File: config.mk
export PLATFORM = sky130hd
export DESIGN_NAME = cap_sense_scanner
export DESIGN_NICKNAME = d
export VERILOG_FILES = /design/src/rtl/cap_sense_pkg.sv /design/src/rtl/cap_sense_channel.sv /design/src/rtl/cap_sense_scanner.sv
export SDC_FILE = /design/constraint.sdc
export NUM_CORES = 1
export LEC_CHECK = 0
export CAP_MARGIN = 0
export CORE_MARGIN = 2
export CORE_UTILIZATION = 50
export DETAILED_ROUTE_END_ITERATION = 10
export DONT_BUFFER_PORTS = 1
export PLACE_DENSITY = 0.68
export SYNTH_ARGS = -nofsm -noshare
export SYNTH_HDL_FRONTEND = slang
export SYNTH_HIERARCHICAL = 1
export SYNTH_SLANG_ARGS = --single-unit
File: constraint.sdc
create_clock -name clock -period 4.4 [get_ports clock]
set_input_delay 0.66 -clock clock [delete_from_list [all_inputs] [get_ports clock]]
set_output_delay 0.66 -clock clock [all_outputs]
set_load 0.02 [all_outputs]
File: src/rtl/cap_sense_pkg.sv
// cap_sense_pkg: shared constants for the capacitive-sensor scanner.
//   - FSM state encodings (IDLE / DISCHARGE / CHARGE / EVAL)
//   - default sensor count and charge-counter width
//   - calibration scan count used when CAP_SENSE_BASELINE_EN is defined
package cap_sense_pkg;

  localparam logic [1:0] ST_IDLE      = 2'd0;
  localparam logic [1:0] ST_DISCHARGE = 2'd1;
  localparam logic [1:0] ST_CHARGE    = 2'd2;
  localparam logic [1:0] ST_EVAL      = 2'd3;

  localparam int N_SENSORS_DEF = 9;
  localparam int CNT_W_DEF     = 16;

  // Number of scans averaged into the baseline; must stay a power of two
  // because the average is taken with a right shift by CAL_SHIFT.
  localparam int CAL_SCANS = 8;
  localparam int CAL_SHIFT = 3;

endpackage

File: src/rtl/cap_sense_channel.sv
// cap_sense_channel: one capacitive pad measurement channel.
//   Synchronizes the raw pad input, counts charge cycles until the pad reads
//   high (saturating at TIMEOUT), compares the count against the threshold at
//   the end of each scan and debounces the result into the touched bit.
// Optional build macro: CAP_SENSE_BASELINE_EN adds a per-channel baseline
//   accumulator; the threshold then becomes relative to that baseline.
// Ports:
//   clock, reset   : system clock, synchronous active-high reset
//   pad_in         : raw asynchronous pad input
//   clr_charge     : clear count/done at the start of a charge phase
//   charge_en      : high for every cycle of the charge phase
//   eval_en        : high for the single evaluation cycle
//   cal_active     : (baseline build only) scan is a calibration scan
//   done_nxt       : next-cycle done flag, used by the FSM for early exit
//   touched        : debounced touch state
//   touched_rise   : touched is about to go 0->1 on the next edge
module cap_sense_channel
  import cap_sense_pkg::*;
#(
  parameter int CNT_W          = CNT_W_DEF,
  parameter int TIMEOUT        = 4095,
  parameter int THRESHOLD      = 400,
  parameter int DEBOUNCE_SCANS = 2
) (
  input  logic clock,
  input  logic reset,
  input  logic pad_in,
  input  logic clr_charge,
  input  logic charge_en,
  input  logic eval_en,
`ifdef CAP_SENSE_BASELINE_EN
  input  logic cal_active,
`endif
  output logic done_nxt,
  output logic touched,
  output logic touched_rise
);

  localparam int DEB_W = $clog2(DEBOUNCE_SCANS + 1);
  localparam logic [CNT_W-1:0] TIMEOUT_C   = CNT_W'(TIMEOUT);
  localparam logic [CNT_W-1:0] THRESHOLD_C = CNT_W'(THRESHOLD);
  localparam logic [DEB_W-1:0] DEB_LAST    = DEB_W'(DEBOUNCE_SCANS - 1);

  logic [1:0]       sync_q, sync_d;
  logic [CNT_W-1:0] count_q, count_d;
  logic             done_q, done_d;
  logic [DEB_W-1:0] deb_q, deb_d;
  logic             touched_q, touched_d;
  logic             raw;
  logic             deb_en;

`ifdef CAP_SENSE_BASELINE_EN
  logic [CNT_W+2:0] acc_q, acc_d;

  // Baseline plus threshold, clamped to the largest count value.
  function automatic logic [CNT_W-1:0] sat_thresh(input logic [CNT_W-1:0] base);
    logic [CNT_W:0] sum;
    sum = {1'b0, base} + (CNT_W+1)'(THRESHOLD);
    return sum[CNT_W] ? {CNT_W{1'b1}} : sum[CNT_W-1:0];
  endfunction

  assign raw    = count_q > sat_thresh(acc_q[CNT_W+2:CAL_SHIFT]);
  assign deb_en = eval_en & ~cal_active;
`else
  assign raw    = count_q > THRESHOLD_C;
  assign deb_en = eval_en;
`endif

  always_comb begin
    sync_d    = {sync_q[0], pad_in};
    count_d   = count_q;
    done_d    = done_q;
    deb_d     = deb_q;
    touched_d = touched_q;
`ifdef CAP_SENSE_BASELINE_EN
    acc_d     = acc_q;
    if (eval_en && cal_active) acc_d = acc_q + {3'b000, count_q};
`endif

    // Charge counter: freezes once the pad reads high, saturates at TIMEOUT.
    if (clr_charge) begin
      count_d = '0;
      done_d  = 1'b0;
    end else if (charge_en && !done_q) begin
      if (sync_q[1])                done_d  = 1'b1;
      else if (count_q != TIMEOUT_C) count_d = count_q + CNT_W'(1);
    end

    // Debounce: only a run of consecutive disagreeing scans flips touched.
    if (deb_en) begin
      if (raw == touched_q) begin
        deb_d = '0;
      end else if (deb_q == DEB_LAST) begin
        deb_d     = '0;
        touched_d = ~touched_q;
      end else begin
        deb_d = deb_q + DEB_W'(1);
      end
    end
  end

  // Synchronizer flops carry no state worth resetting.
  always_ff @(posedge clock) sync_q <= sync_d;

  always_ff @(posedge clock) begin
    if (reset) begin
      count_q   <= '0;
      done_q    <= 1'b0;
      deb_q     <= '0;
      touched_q <= 1'b0;
`ifdef CAP_SENSE_BASELINE_EN
      acc_q     <= '0;
`endif
    end else begin
      count_q   <= count_d;
      done_q    <= done_d;
      deb_q     <= deb_d;
      touched_q <= touched_d;
`ifdef CAP_SENSE_BASELINE_EN
      acc_q     <= acc_d;
`endif
    end
  end

  assign done_nxt     = done_d;
  assign touched      = touched_q;
  assign touched_rise = touched_d & ~touched_q;

endmodule

File: src/rtl/cap_sense_scanner.sv
// cap_sense_scanner: scans all capacitive mole pads in parallel.
//   Runs the DISCHARGE -> CHARGE -> EVAL cycle on the shared drive pin,
//   collects per-pad debounced touch state and keeps sticky touch events
//   for the processor's memory-mapped I/O.
// Optional build macro: CAP_SENSE_BASELINE_EN enables an 8-scan calibration
//   after reset and baseline-relative thresholds.
// Ports:
//   clock                  : system clock
//   reset                  : synchronous, active-high reset
//   enable                 : run continuous scans while high
//   capacitive_sensors_in  : raw asynchronous pad inputs
//   capacitive_sensors_out : shared drive pin (high during CHARGE)
//   events_clear           : one-cycle clear mask for touch_events
//   touched                : debounced touch state
//   touch_events           : sticky, set on touched rising edge
//   scan_done              : one-cycle pulse at the end of each scan
module cap_sense_scanner
  import cap_sense_pkg::*;
#(
  parameter int N_SENSORS        = N_SENSORS_DEF,
  parameter int CNT_W            = CNT_W_DEF,
  parameter int DISCHARGE_CYCLES = 1000,
  parameter int TIMEOUT          = 4095,
  parameter int THRESHOLD        = 400,
  parameter int DEBOUNCE_SCANS   = 2
) (
  input  logic                 clock,
  input  logic                 reset,
  input  logic                 enable,
  input  logic [N_SENSORS-1:0] capacitive_sensors_in,
  output logic                 capacitive_sensors_out,
  input  logic [N_SENSORS-1:0] events_clear,
  output logic [N_SENSORS-1:0] touched,
  output logic [N_SENSORS-1:0] touch_events,
  output logic                 scan_done
);

  localparam logic [CNT_W-1:0] DIS_LAST = CNT_W'(DISCHARGE_CYCLES - 1);
  localparam logic [CNT_W-1:0] TO_LAST  = CNT_W'(TIMEOUT - 1);

  logic [1:0]           state_q, state_d;
  logic [CNT_W-1:0]     timer_q, timer_d;
  logic                 drive_q, drive_d;
  logic                 scan_done_q, scan_done_d;
  logic [N_SENSORS-1:0] events_q, events_d;
  logic                 clr_charge;
  logic                 charge_en;
  logic                 eval_en;
  logic [N_SENSORS-1:0] done_nxt;
  logic [N_SENSORS-1:0] touched_rise;

`ifdef CAP_SENSE_BASELINE_EN
  logic [3:0] cal_cnt_q, cal_cnt_d;
  logic       cal_active;

  assign cal_active = (cal_cnt_q != 4'(CAL_SCANS));
  assign cal_cnt_d  = (eval_en && cal_active) ? cal_cnt_q + 4'd1 : cal_cnt_q;

  always_ff @(posedge clock) begin
    if (reset) cal_cnt_q <= '0;
    else       cal_cnt_q <= cal_cnt_d;
  end
`endif

  assign charge_en = (state_q == ST_CHARGE);
  assign eval_en   = (state_q == ST_EVAL);

  always_comb begin
    state_d    = state_q;
    timer_d    = timer_q;
    clr_charge = 1'b0;
    case (state_q)
      ST_IDLE: begin
        if (enable) begin
          state_d = ST_DISCHARGE;
          timer_d = '0;
        end
      end
      ST_DISCHARGE: begin
        if (timer_q == DIS_LAST) begin
          state_d    = ST_CHARGE;
          timer_d    = '0;
          clr_charge = 1'b1;
        end else begin
          timer_d = timer_q + CNT_W'(1);
        end
      end
      ST_CHARGE: begin
        timer_d = timer_q + CNT_W'(1);
        // done_nxt includes pads finishing this cycle, so the phase ends
        // on the same cycle the last pad is seen high.
        if ((&done_nxt) || (timer_q == TO_LAST)) state_d = ST_EVAL;
      end
      ST_EVAL: begin
        state_d = enable ? ST_DISCHARGE : ST_IDLE;
        timer_d = '0;
      end
      default: state_d = ST_IDLE;
    endcase

    drive_d     = (state_d == ST_CHARGE);
    scan_done_d = eval_en;
    // A new rising edge wins over a simultaneous clear.
    events_d    = (events_q & ~events_clear) | touched_rise;
  end

  always_ff @(posedge clock) begin
    if (reset) begin
      state_q     <= ST_IDLE;
      timer_q     <= '0;
      drive_q     <= 1'b0;
      scan_done_q <= 1'b0;
      events_q    <= '0;
    end else begin
      state_q     <= state_d;
      timer_q     <= timer_d;
      drive_q     <= drive_d;
      scan_done_q <= scan_done_d;
      events_q    <= events_d;
    end
  end

  for (genvar i = 0; i < N_SENSORS; i++) begin : g_ch
    cap_sense_channel #(
      .CNT_W          (CNT_W),
      .TIMEOUT        (TIMEOUT),
      .THRESHOLD      (THRESHOLD),
      .DEBOUNCE_SCANS (DEBOUNCE_SCANS)
    ) u_ch (
      .clock        (clock),
      .reset        (reset),
      .pad_in       (capacitive_sensors_in[i]),
      .clr_charge   (clr_charge),
      .charge_en    (charge_en),
      .eval_en      (eval_en),
`ifdef CAP_SENSE_BASELINE_EN
      .cal_active   (cal_active),
`endif
      .done_nxt     (done_nxt[i]),
      .touched      (touched[i]),
      .touched_rise (touched_rise[i])
    );
  end

  assign capacitive_sensors_out = drive_q;
  assign touch_events           = events_q;
  assign scan_done              = scan_done_q;

endmodule

==> metrics.md <==
| Metric | Value |
|---|---|
| Power, Total | `4150 uW` |
| Minimum clock period | `3.010 ns` |
| Worst path top cell family by delay | `simple AND/OR/NAND/NOR gates` |
| CP endpoint kind | `flop` |
| Hold Buf Count CTS | `0` |
| Register area share after synthesis | `39.55%` |
| Yosys reg bits | `227` |
| DRC violations left | `0` |
| Syn Inst Count | `1373` |
| FF+latch area | `0.004544 sq mm` |
| Top Ports | `41` |
| Static Leak | `0.003829 uW` |
| DRT Pass-1 Iters | `5` |
| Largest net degree at the start of global routing | `86` |
| Core box area | `0.02257 sq mm` |
| Via density | `6.266` |
| CP bufs+invs | `2` |
| Site row count | `55` |
| Vias | `10.36k` |
| Htree depth | `1` |
| Simple-gate area share of the yosys netlist | `32.98%` |
| Multiplexer share of the synthesized area | `0.08712%` |
| Cells resized by post-CTS repair | `0` |
| Starting density of the core | `50.90%` |
| Pwr dens | `333.3 mW/mm^2` |
| Design Area, Final | `0.01245 sq mm` |
| Root Driver | `clkbuf_16` |
| Worst Path Required | `4.84 ns` |
| DIE AREA | `0.02421 sq mm` |
| CP Launch Type | `flop` |
| Layout Nets | `1398` |
| Final GP Congestion | `0.8301` |
| Cell taking the most area after synthesis | `dfxtp_1` |
| Ys flop type | `dfxtp_1` |
| Max stage delay on crit path | `0.61 ns` |
| Hold Vio Cnt, Final | `0` |
| Slew headroom | `45.55%` |
| Worst path slowest cell | `or4_1` |
| Final ANT Viol Nets | `0` |
| Fraction of layout cells with a size suffix above 1 | `5.702%` |
| Initial antenna violation count | `1` |
| Layout Skew | `0.01121 ns` |
| Fin Setup TNS | `0 ns` |
| I/O Buffers | `0` |
| Chip height | `155.6 um` |
| Worst slew pin tran | `0.8093 ns` |
| Number of diodes | `0` |
| Adder-cell share of the synthesized area | `2.722%` |
| Cell Chain, Critical Path | `inv_1 -> ha_1 -> buf_4 -> nor3b_1 -> nand4_1 -> or4_1 -> a21oi_1` |
| Total routed wirelength | `24.96 mm` |
| RSZ-0062 raised after global routing | `no` |
| Die width | `155.6 um` |
| CTS tree | `yes` |
| Synth area leaders | `dfxtp_1, a21oi_1, or4_1, nand4_1, o31ai_1` |
| Area delta synth->final | `8.352%` |
| Wirelength per Cell | `15.10 um` |
| HPWL Detailed | `16.64 mm` |
| CP Class | `reg -> reg` |
| Worst-path maximum fanout | `21` |
| Largest family of logic cells by synthesized area | `simple AND/OR/NAND/NOR gates` |
| Synth Area per Inst | `8.368 sq um` |
| Multi-input gate area | `0.006480 sq mm` |
| Mapped Nets | `1419` |
| IR drop worst, VDD | `294.1 uV` |
| Vias in the first global route | `9124` |
| Clock Path Buffers | `3` |
| Hold WS | `0.1658 ns` |
| Setup violations, final | `0` |
| Crit share post-route | `68.41%` |
| Gr usage total | `20.24%` |
| Synth top area share | `39.55%` |
| EDFF count, synth | `0` |
| Max Slew Vio Count | `0` |
| Fill cell count | `2102` |
| Dpl cell area | `0.01166 sq mm` |
| Arr. time, crit path | `3.45 ns` |
| Clock sink count | `227` |
| Drt initial violations | `691` |
| Outcome | `finished clean` |
| Gr ovfl total | `0` |
| Later-pin clock latency in the skew report | `0.51 ns` |
| Hold Path Class | `in -> reg` |
| Clk pin slew, worst setup/hold paths | `0.06 ns` |
| Max Cap Violations | `0` |
| Cell Area, Synth | `0.01149 sq mm` |
| Post-CTS Setup Bufs | `0` |
| Fmax | `0.3322 GHz` |
| Synth Area in Compound Gates | `18.75%` |
| Synth Area in XOR/XNOR | `1.829%` |
| Ys async rst share | `0%` |
| Library cells used by synthesis | `47` |
| Num CTS Buffers | `24` |
| Yosys Warn Count | `6` |
| First-pass GRT wire length | `42.66 mm` |
==> layer usage <==
layer / global-route usage [%] / wire [um] / vias to the layer above
li1: - / - / 5282
met1: 27.83 / 12280 / 4894
met2: 33.75 / 11510 / 147
met3: 2.861 / 801 / 32
met4: 4.849 / 350 / 2
met5: 0 / 13 / -
==> stage by stage <==
| step | std cells | setup WS, ns | utilization (%) |
|---|---|---|---|
| detailed placement | 1611 | 1.412 | 51.67 |
| global route | 1653 | 1.078 | 55.16 |
| finish | 1653 | 1.390 | 55.16 |
| CTS | 1653 | 1.394 | 55.16 |
| global placement | 1611 | 1.554 | 51.67 |
| floorplan | 1373 | 1.748 | - |
==> cell usage in the layout, fill, tap and decap left out, types with 4 or more instances in the layout <==
cell type and n:
a211oi_1 20, a21oi_1 127, a31oi_1 19, and3_1 18
and4_1 30, and4bb_2 9, clkbuf_1 7, clkbuf_16 25
clkbuf_8 4, clkinv_2 4, dfxtp_1 227, ha_1 24
inv_1 69, nand2_1 80, nand3_1 51, nand3b_1 9
nand4_1 69, nor2_1 83, nor3_1 75, nor3b_1 19
nor4_1 38, nor4b_1 9, o211ai_1 27, o21a_1 9
o21ai_0 47, o311ai_0 18, o31a_1 9, o31ai_1 54
o41ai_1 9, or2_2 9, or2b_1 9, or2b_2 9
or3_1 28, or4_1 72, or4_4 9, xnor2_1 5
xor2_1 19
==> Yosys cell counts, types with 27 or more instances <==
master / n
clkbuf_1: 37
o21ai_0: 47
o31ai_1: 54
nor3_1: 75
nor4_1: 38
nand3_1: 51
a21oi_1: 127
o211ai_1: 27
nand4_1: 69
or4_1: 72
or3_1: 28
nand2_1: 80
and4_1: 30
dfxtp_1: 227
inv_1: 69
nor2_1: 83
==> final timing paths <==
kind	startpoint	endpoint	slack (ns)	cells after the start
worst min register to register	g_ch[2].u_ch/sync_q[0]	g_ch[2].u_ch/sync_q[1]	0.33	0
worst max-delay path	state_q[0]	g_ch[4].u_ch/count_q[9]	1.39	7
worst min-delay path	capacitive_sensors_in[3]	g_ch[3].u_ch/sync_q[0]	0.17	0
worst max register to register	state_q[0]	g_ch[4].u_ch/count_q[9]	1.39	7
==> kinds of logic (layout without fill, tap and decap cells) <==
group,count (synthesis),in the layout
mux,1,1
simple gates,636,636
compound gates,341,341
flops,227,227
buf+inv,119,114
fa+ha+maj,25,25
xor+xnor,24,24
==> registers in the layout (all words and copies together), names as in the netlist <==
| register | count |
|---|---|
| touch_events | 9 |
| scan_done | 1 |
| g_ch.u_ch/deb_q | 18 |
| capacitive_sensors_out | 1 |
| timer_q | 16 |
| g_ch.u_ch/done_q | 9 |
| g_ch.u_ch/count_q | 144 |
| state_q | 2 |
| g_ch.u_ch/touched | 9 |
| g_ch.u_ch/sync_q | 18 |
==> where the power goes <==
part	total (uW)	leakage [uW]	internal [uW]	switching, uW
registers	2080	0.00183	2070	8.93
clock network	2020	0.000389	1220	796
logic	57.7	0.00161	15.8	41.9
total	4150	0.00383	3300	847
==> layout make-up <==
| class | count | area share, % |
|---|---|---|
| repair buffers | 3 | 0.1809 |
| well taps | 285 | 2.864 |
| flip-flops and latches | 227 | 36.50 |
| multi-input cells | 1027 | 52.05 |
| clock inverters | 6 | 0.6432 |
| inverters | 69 | 2.080 |
| clock buffers | 36 | 5.678 |
(Power assumes the default switching activity.)
